[config.mk]
export PLATFORM = sky130hd
export DESIGN_NAME = snake_color_ctrl
export DESIGN_NICKNAME = d
export VERILOG_FILES = /design/src/rtl/snake_color_ctrl.sv
export SDC_FILE = /design/constraint.sdc
export NUM_CORES = 1
export LEC_CHECK = 0
export ABC_AREA = 1
export CORE_ASPECT_RATIO = 0.5
export CORE_MARGIN = 2
export CORE_UTILIZATION = 54
export CTS_CLUSTER_SIZE = 16
export DETAILED_ROUTE_END_ITERATION = 10
export PLACE_DENSITY_LB_ADDON = 0.25
export SLEW_MARGIN = 20
export SYNTH_ARGS = -nofsm -noshare
export SYNTH_HDL_FRONTEND = slang
export SYNTH_SLANG_ARGS = --single-unit
[constraint.sdc]
create_clock -name clk -period 2.4 [get_ports clk]
set_clock_uncertainty 0.15 [all_clocks]
set_input_delay 0.48 -clock clk [delete_from_list [all_inputs] [get_ports clk]]
set_output_delay 0.48 -clock clk [all_outputs]
set_load 0.01 [all_outputs]
[src/rtl/snake_color_ctrl.sv]
// Game-phase sequencer for the snake colour selector: IDLE/PLAY/OVER phases,
// eat-flash and game-over border blink, all timed in frames.
//   state   | meaning
//   ST_IDLE | attract screen, border only, waiting for start
//   ST_PLAY | game running, snake may flash after eating
//   ST_OVER | game halted, border blinks until the hold time expires
module snake_color_ctrl #(
  parameter logic [2:0] BORDER_COLOR      = 3'b111,
  parameter logic [2:0] APPLE_COLOR       = 3'b100,
  parameter logic [2:0] SNAKE_COLOR       = 3'b010,
  parameter logic [2:0] FLASH_COLOR       = 3'b110,
  parameter logic [2:0] OVER_COLOR        = 3'b100,
  parameter int         EAT_FLASH_FRAMES  = 8,
  parameter int         OVER_BLINK_FRAMES = 16,
  parameter int         OVER_HOLD_FRAMES  = 180
) (
  input  logic       clk,
  input  logic       reset,
  input  logic       frame_tick,
  input  logic       start,
  input  logic       apple_eaten,
  input  logic       collision,
  output logic [2:0] rgb_border,
  output logic [2:0] rgb_apple,
  output logic [2:0] rgb_snake,
  output logic       display_blank,
  output logic       game_run,
  output logic [1:0] phase
);

  localparam int FLW = $clog2(EAT_FLASH_FRAMES + 1);
  localparam int FRW = $clog2(OVER_HOLD_FRAMES + 1);
  localparam int BLW = $clog2(OVER_BLINK_FRAMES + 1);

  typedef enum logic [1:0] {
    ST_IDLE = 2'd0,
    ST_PLAY = 2'd1,
    ST_OVER = 2'd2
  } state_e;

  state_e         state_q, state_d;
  logic [FLW-1:0] flash_cnt_q, flash_cnt_d;
  logic [FRW-1:0] frame_cnt_q, frame_cnt_d;
  logic [BLW-1:0] blink_cnt_q, blink_cnt_d;
  logic           blink_on_q, blink_on_d;
  logic           blank_q, blank_d;
  logic [2:0]     rgb_border_q, rgb_border_d;
  logic [2:0]     rgb_apple_q, rgb_apple_d;
  logic [2:0]     rgb_snake_q, rgb_snake_d;
  logic           run_q, run_d;

  always_ff @(posedge clk) begin
    if (reset) begin
      state_q      <= ST_IDLE;
      flash_cnt_q  <= '0;
      frame_cnt_q  <= '0;
      blink_cnt_q  <= '0;
      blink_on_q   <= 1'b0;
      blank_q      <= 1'b1;
      rgb_border_q <= BORDER_COLOR;
      rgb_apple_q  <= 3'b000;
      rgb_snake_q  <= 3'b000;
      run_q        <= 1'b0;
    end else begin
      state_q      <= state_d;
      flash_cnt_q  <= flash_cnt_d;
      frame_cnt_q  <= frame_cnt_d;
      blink_cnt_q  <= blink_cnt_d;
      blink_on_q   <= blink_on_d;
      blank_q      <= blank_d;
      rgb_border_q <= rgb_border_d;
      rgb_apple_q  <= rgb_apple_d;
      rgb_snake_q  <= rgb_snake_d;
      run_q        <= run_d;
    end
  end

  always_comb begin
    state_d     = state_q;
    flash_cnt_d = flash_cnt_q;
    frame_cnt_d = frame_cnt_q;
    blink_cnt_d = blink_cnt_q;
    blink_on_d  = blink_on_q;
    blank_d     = blank_q;
    case (state_q)
      ST_IDLE: begin
        flash_cnt_d = '0;
        frame_cnt_d = '0;
        blank_d     = 1'b0;
        if (start) begin
          state_d = ST_PLAY;
          blank_d = 1'b1;
        end
      end
      ST_PLAY: begin
        if (collision) begin
          state_d     = ST_OVER;
          flash_cnt_d = '0;
          frame_cnt_d = '0;
          blink_cnt_d = BLW'(OVER_BLINK_FRAMES - 1);
          blink_on_d  = 1'b1;
          blank_d     = 1'b0;
        end else begin
          blank_d = blank_q & ~frame_tick;
          // A fresh apple reloads the flash even on a frame tick.
          if (apple_eaten) begin
            flash_cnt_d = FLW'(EAT_FLASH_FRAMES);
          end else if (frame_tick && (flash_cnt_q != '0)) begin
            flash_cnt_d = flash_cnt_q - FLW'(1);
          end
        end
      end
      ST_OVER: begin
        blank_d = 1'b0;
        if (frame_tick) begin
          frame_cnt_d = frame_cnt_q + FRW'(1);
          // blink_cnt tracks frame_cnt modulo the blink half-period.
          if (blink_cnt_q == '0) begin
            blink_on_d  = ~blink_on_q;
            blink_cnt_d = BLW'(OVER_BLINK_FRAMES - 1);
          end else begin
            blink_cnt_d = blink_cnt_q - BLW'(1);
          end
          if (frame_cnt_q == FRW'(OVER_HOLD_FRAMES - 1)) begin
            state_d = ST_IDLE;
          end
        end
      end
      default: begin
        state_d     = ST_IDLE;
        flash_cnt_d = '0;
        frame_cnt_d = '0;
        blank_d     = 1'b0;
      end
    endcase
  end

  // Colours are decoded from the next state so they register alongside it.
  always_comb begin
    rgb_border_d = BORDER_COLOR;
    rgb_apple_d  = 3'b000;
    rgb_snake_d  = 3'b000;
    run_d        = 1'b0;
    case (state_d)
      ST_PLAY: begin
        rgb_apple_d = APPLE_COLOR;
        rgb_snake_d = (flash_cnt_d != '0) ? FLASH_COLOR : SNAKE_COLOR;
        run_d       = 1'b1;
      end
      ST_OVER: begin
        rgb_border_d = blink_on_d ? OVER_COLOR : 3'b000;
        rgb_apple_d  = APPLE_COLOR;
        rgb_snake_d  = SNAKE_COLOR;
      end
      default: begin
        rgb_border_d = BORDER_COLOR;
      end
    endcase
  end

  assign rgb_border    = rgb_border_q;
  assign rgb_apple     = rgb_apple_q;
  assign rgb_snake     = rgb_snake_q;
  assign display_blank = blank_q;
  assign game_run      = run_q;
  assign phase         = state_q;

endmodule

==> run_summary.xml <==
<?xml version="1.0" encoding="UTF-8"?>
<metrics>
  <group name="logic_synthesis">
    <metric name="yosys-mux-area-fraction" unit="">0</metric>
    <metric name="ys_top_cells_by_count" unit="">nand2_1, inv_1, dfxtp_1</metric>
    <metric name="synth-edff-count" unit="">0</metric>
    <metric name="netlist-cell-type-count" unit="">30</metric>
    <metric name="netlist_area" unit="mm2">0.001416</metric>
    <metric name="netlist.top_cell.by_area" unit="">dfxtp_1</metric>
    <metric name="synthAdderAreaFrac" unit="">0.07951</metric>
    <metric name="post_synthesis_average_cell_area" unit="um2">7.377</metric>
    <metric name="ys_seq_area_frac" unit="">0.3675</metric>
    <metric name="ys_dominant_reg_cell" unit="">dfxtp_1</metric>
    <metric name="synth_async_sr_flop_share" unit="">0</metric>
    <metric name="combinational_family_with_the_most_area_after_synthesis" unit="">simple AND/OR/NAND/NOR gates</metric>
    <metric name="netlist_instances" unit="">192</metric>
    <metric name="synth-xor-area-share" unit="">0.01855</metric>
    <metric name="share_of_the_synthesized_area_in_compound_gates_ao_oa_aoi_oai" unit="">0.1299</metric>
    <metric name="ys_top_cells_by_area" unit="">dfxtp_1, nand2_1, ha_1</metric>
    <metric name="synth_simple_gate_area_share" unit="">0.2906</metric>
    <metric name="share_of_yosys_cell_area_claimed_by_the_top_area_cell_type" unit="">0.3675</metric>
    <metric name="synthesis_warning_total" unit="">0</metric>
    <metric name="yosysMostFrequentCell" unit="">nand2_1</metric>
    <metric name="ys_ff_latch" unit="">26</metric>
  </group>
  <group name="setup_path">
    <metric name="cpMaxStageDelayCell" unit="">clkdlybuf4s50_1</metric>
    <metric name="timing.critical_path.arrival" unit="ns">2.23</metric>
    <metric name="r2r_cells" unit="">10</metric>
    <metric name="crit-reg2reg-launch" unit="">phase[0]</metric>
    <metric name="required" unit="ns">2.46</metric>
    <metric name="start_kind" unit="">primary input</metric>
    <metric name="end_kind" unit="">register</metric>
    <metric name="timing.critical_path.slowest_cell_delay" unit="ns">0.51</metric>
    <metric name="critical_path.max_fanout" unit="">3</metric>
    <metric name="cells_along_the_critical_path" unit="">clkdlybuf4s50_1, nand4_1, o21ai_0, o211ai_1, nand2_1, inv_1, ha_1, nor2_1, nand2_1, a21oi_1</metric>
    <metric name="timing_worst_setup_path_type" unit="">primary input to register</metric>
    <metric name="rr_endpoint" unit="">rgb_snake[2]</metric>
    <metric name="reg2reg_slack" unit="ns">0.33</metric>
    <metric name="most_frequent_cp_cell" unit="">nand2_1</metric>
  </group>
  <group name="power_and_ir_drop">
    <metric name="comb_power_share" unit="">0.235</metric>
    <metric name="p_per_area" unit="mW/mm2">600.5</metric>
    <metric name="p_switching" unit="uW">286.0</metric>
    <metric name="clock_power_share" unit="">0.284</metric>
    <metric name="sequentialPowerShare" unit="">0.481</metric>
    <metric name="p_leak" unit="nW">0.7428</metric>
    <metric name="vdd_ir_drop_max" unit="mV">0.5231</metric>
    <metric name="switching_share" unit="">0.2889</metric>
    <metric name="totalPowerFinal" unit="uW">990.2</metric>
    <metric name="cell_internal_pwr" unit="uW">704.2</metric>
  </group>
  <group name="drt">
    <metric name="antenna_violating_nets_post_route" unit="">0</metric>
    <metric name="drt_wl_total" unit="um">2722</metric>
    <metric name="detailedRoute.firstPassIterationCount" unit="">4</metric>
    <metric name="viasPerCell" unit="">4.882</metric>
    <metric name="drt_iter0_markers" unit="">44</metric>
    <metric name="drc_errors" unit="">0</metric>
    <metric name="post_drt_wl_per_cell" unit="um">11.07</metric>
    <metric name="detailroute.via_count" unit="">1201</metric>
  </group>
  <group name="global_routing">
    <metric name="grt_antenna_before_repair" unit="">0</metric>
    <metric name="first_global_vias" unit="">1018</metric>
    <metric name="largest_net_degree_at_the_start_of_global_routing" unit="">15</metric>
    <metric name="grt_overflow_total" unit="">0</metric>
    <metric name="track_usage" unit="">0.1874</metric>
    <metric name="grt_pass1_wl" unit="um">4360</metric>
  </group>
  <group name="layout">
    <metric name="finalNetCount" unit="">225</metric>
    <metric name="layout.cells.non_filler" unit="">246</metric>
    <metric name="finalCoreUtilization" unit="">0.6499</metric>
    <metric name="drive_gt1_frac" unit="">0.1005</metric>
    <metric name="num_antenna_cells" unit="">0</metric>
    <metric name="layout-area-overhead-vs-synth" unit="%">16.43</metric>
  </group>
  <group name="floorplanning">
    <metric name="fp-row-count" unit="">13</metric>
    <metric name="design.core.area" unit="mm2">0.002537</metric>
    <metric name="initial_core_utilization" unit="">0.5582</metric>
    <metric name="die_width" unit="um">76.43</metric>
    <metric name="ios" unit="">19</metric>
    <metric name="chipHeight" unit="um">40.22</metric>
    <metric name="die-area" unit="mm2">0.003073</metric>
  </group>
  <group name="sta">
    <metric name="maxClockFrequency" unit="MHz">460.0</metric>
    <metric name="setup-violations-final" unit="">0</metric>
    <metric name="pnr_worst_setup_slack" unit="ns">0.2262</metric>
    <metric name="period_needed" unit="ns">2.174</metric>
    <metric name="finalHoldViolCount" unit="">0</metric>
    <metric name="timing.final.max_slew_violations" unit="">0</metric>
    <metric name="finalCritPeriodShare" unit="">0.9058</metric>
    <metric name="rsz0062_at_grt" unit="">no</metric>
  </group>
  <group name="cts">
    <metric name="cts_hold_buf" unit="">0</metric>
    <metric name="post-cts-setup-buffers" unit="">0</metric>
    <metric name="cts_inserted_buffers" unit="">3</metric>
    <metric name="ctsLongestPathBuffers" unit="">2</metric>
    <metric name="clk_pin_slew_worst_paths" unit="ns">0.09</metric>
    <metric name="insertion_delay" unit="ns">0.27</metric>
    <metric name="cts-htree-levels" unit="">1</metric>
    <metric name="tritoncts" unit="">done</metric>
    <metric name="clkSinkCount" unit="">26</metric>
    <metric name="cts_root_buffer" unit="">clkbuf_8</metric>
    <metric name="post_cts_resize_count" unit="">0</metric>
  </group>
  <group name="place">
    <metric name="post-place-cells" unit="">242</metric>
    <metric name="place_hpwl" unit="um">2109</metric>
    <metric name="final_replace_weighted_congestion" unit="">0.8186</metric>
    <metric name="io_buffer_count" unit="">15</metric>
    <metric name="dp_worst_setup_slack" unit="ns">-0.04475</metric>
  </group>
  <group name="hold_path">
    <metric name="worstHoldEndpoint" unit="">frame_cnt_q[5]</metric>
    <metric name="min_path_type" unit="">register to register</metric>
    <metric name="hold_depth" unit="">2</metric>
    <metric name="hold_path_start" unit="">frame_cnt_q[5]</metric>
  </group>
  <group name="flow_run">
    <metric name="cap_violations" unit="">0</metric>
  </group>
  <group name="outcome">
    <metric name="run_status" unit="">complete, no violations</metric>
  </group>
</metrics>
kinds of logic (layout without fill, tap and decap cells):
| logic type | after synthesis | in the layout |
|---|---|---|
| adder cells (fa/ha/maj) | 9 | 9 |
| AND/OR/NAND/NOR | 87 | 87 |
| AO/OA/AOI/OAI | 29 | 29 |
| other | 1 | 3 |
| flip-flops | 26 | 26 |
| XOR/XNOR | 3 | 3 |
| buffers and inverters | 37 | 52 |
layer usage:
metal / GRT usage / vias up / part of all wire
li1: - / 637 / -
met4: 0.04545 / 0 / 0.0048
met2: 0.3540 / 11 / 0.47
met1: 0.2275 / 551 / 0.48
met5: 0 / - / 0
met3: 0.04730 / 2 / 0.037
worst max-delay path: cells and delay by family:
family          cells  cell delay, ns
fa+ha+maj           1            0.27
buf+inv             2            0.56
compound gates      3            0.50
simple gates        4            0.42
flip-flops by register name (all words and copies together), names as in the netlist:
signal         count
flash_cnt_q        4
blink_cnt_q        5
display_blank      1
blink_on_q         1
rgb_snake          2
phase              2
frame_cnt_q        8
game_run           1
rgb_border         2
layout by cell type (no fill, tap or decap):
cell type,Yosys,layout
nor2_1,19,19
nand2_1,41,41
a21oi_4,1,1
nor2_2,1,1
conb_1,1,3
nor3_4,2,2
ha_1,9,9
xor2_1,2,2
clkdlybuf4s50_1,0,15
nand3b_1,1,1
o21bai_2,1,1
nor2_4,1,1
nand3_1,12,12
a21oi_1,12,12
a221oi_1,1,1
inv_1,28,28
a211oi_1,1,1
o211a_1,1,1
nand2_4,2,2
nand2_2,3,3
xnor2_1,1,1
a31oi_1,1,1
clkbuf_8,0,4
o211ai_1,2,2
a21oi_2,1,1
o21ai_0,8,8
dfxtp_1,26,26
nor3_1,3,3
buf_4,5,2
nand4_1,2,2
inv_2,3,3
through the flow:
stage | cell area (um2) | hold WS (ns) | TNS (ns)
after floorplan | 1424 | 0.2813 | 0
after global routing | 1649 | 0.3354 | 0
after CTS | 1649 | 0.3188 | 0
final | 1649 | 0.3110 | 0
after global placement | 1594 | 0.2953 | 0
after detailed placement | 1594 | 0.3065 | -0.04475
worst max-delay path by stage:
stage | startpoint | slack (ns) | to | cells after the start
floorplan | phase[0] | 0.53 | rgb_snake[2] | 10
global placement | frame_tick | 0.08 | rgb_snake[2] | 10
detailed placement | frame_tick | -0.04 | rgb_snake[2] | 10
CTS | frame_tick | 0.22 | rgb_snake[2] | 10
global route | frame_tick | 0.09 | rgb_snake[2] | 10
finish | frame_tick | 0.23 | rgb_snake[2] | 10
area by class of cell:
class	instances	area (um2)
multi-input cells	131	745.7
repair buffers	17	165.2
inverters	31	116.4
well taps	37	46.29
flip-flops and latches	26	520.5
clock buffers	4	55.05
fillers	239	888.4
power by group through the flow:
stage / Clock, mW / Combinational (mW) / Sequential (mW)
6_report: 0.282 / 0.232 / 0.476
5_1_grt: 0.302 / 0.260 / 0.480
4_1_cts: 0.288 / 0.232 / 0.477
3_5_place_dp: 0 / 0.228 / 0.487
3_3_place_gp: 0 / 0.222 / 0.486
2_1_floorplan: 0 / 0.154 / 0.490
Note: power is estimated with default switching activity, not from simulation.
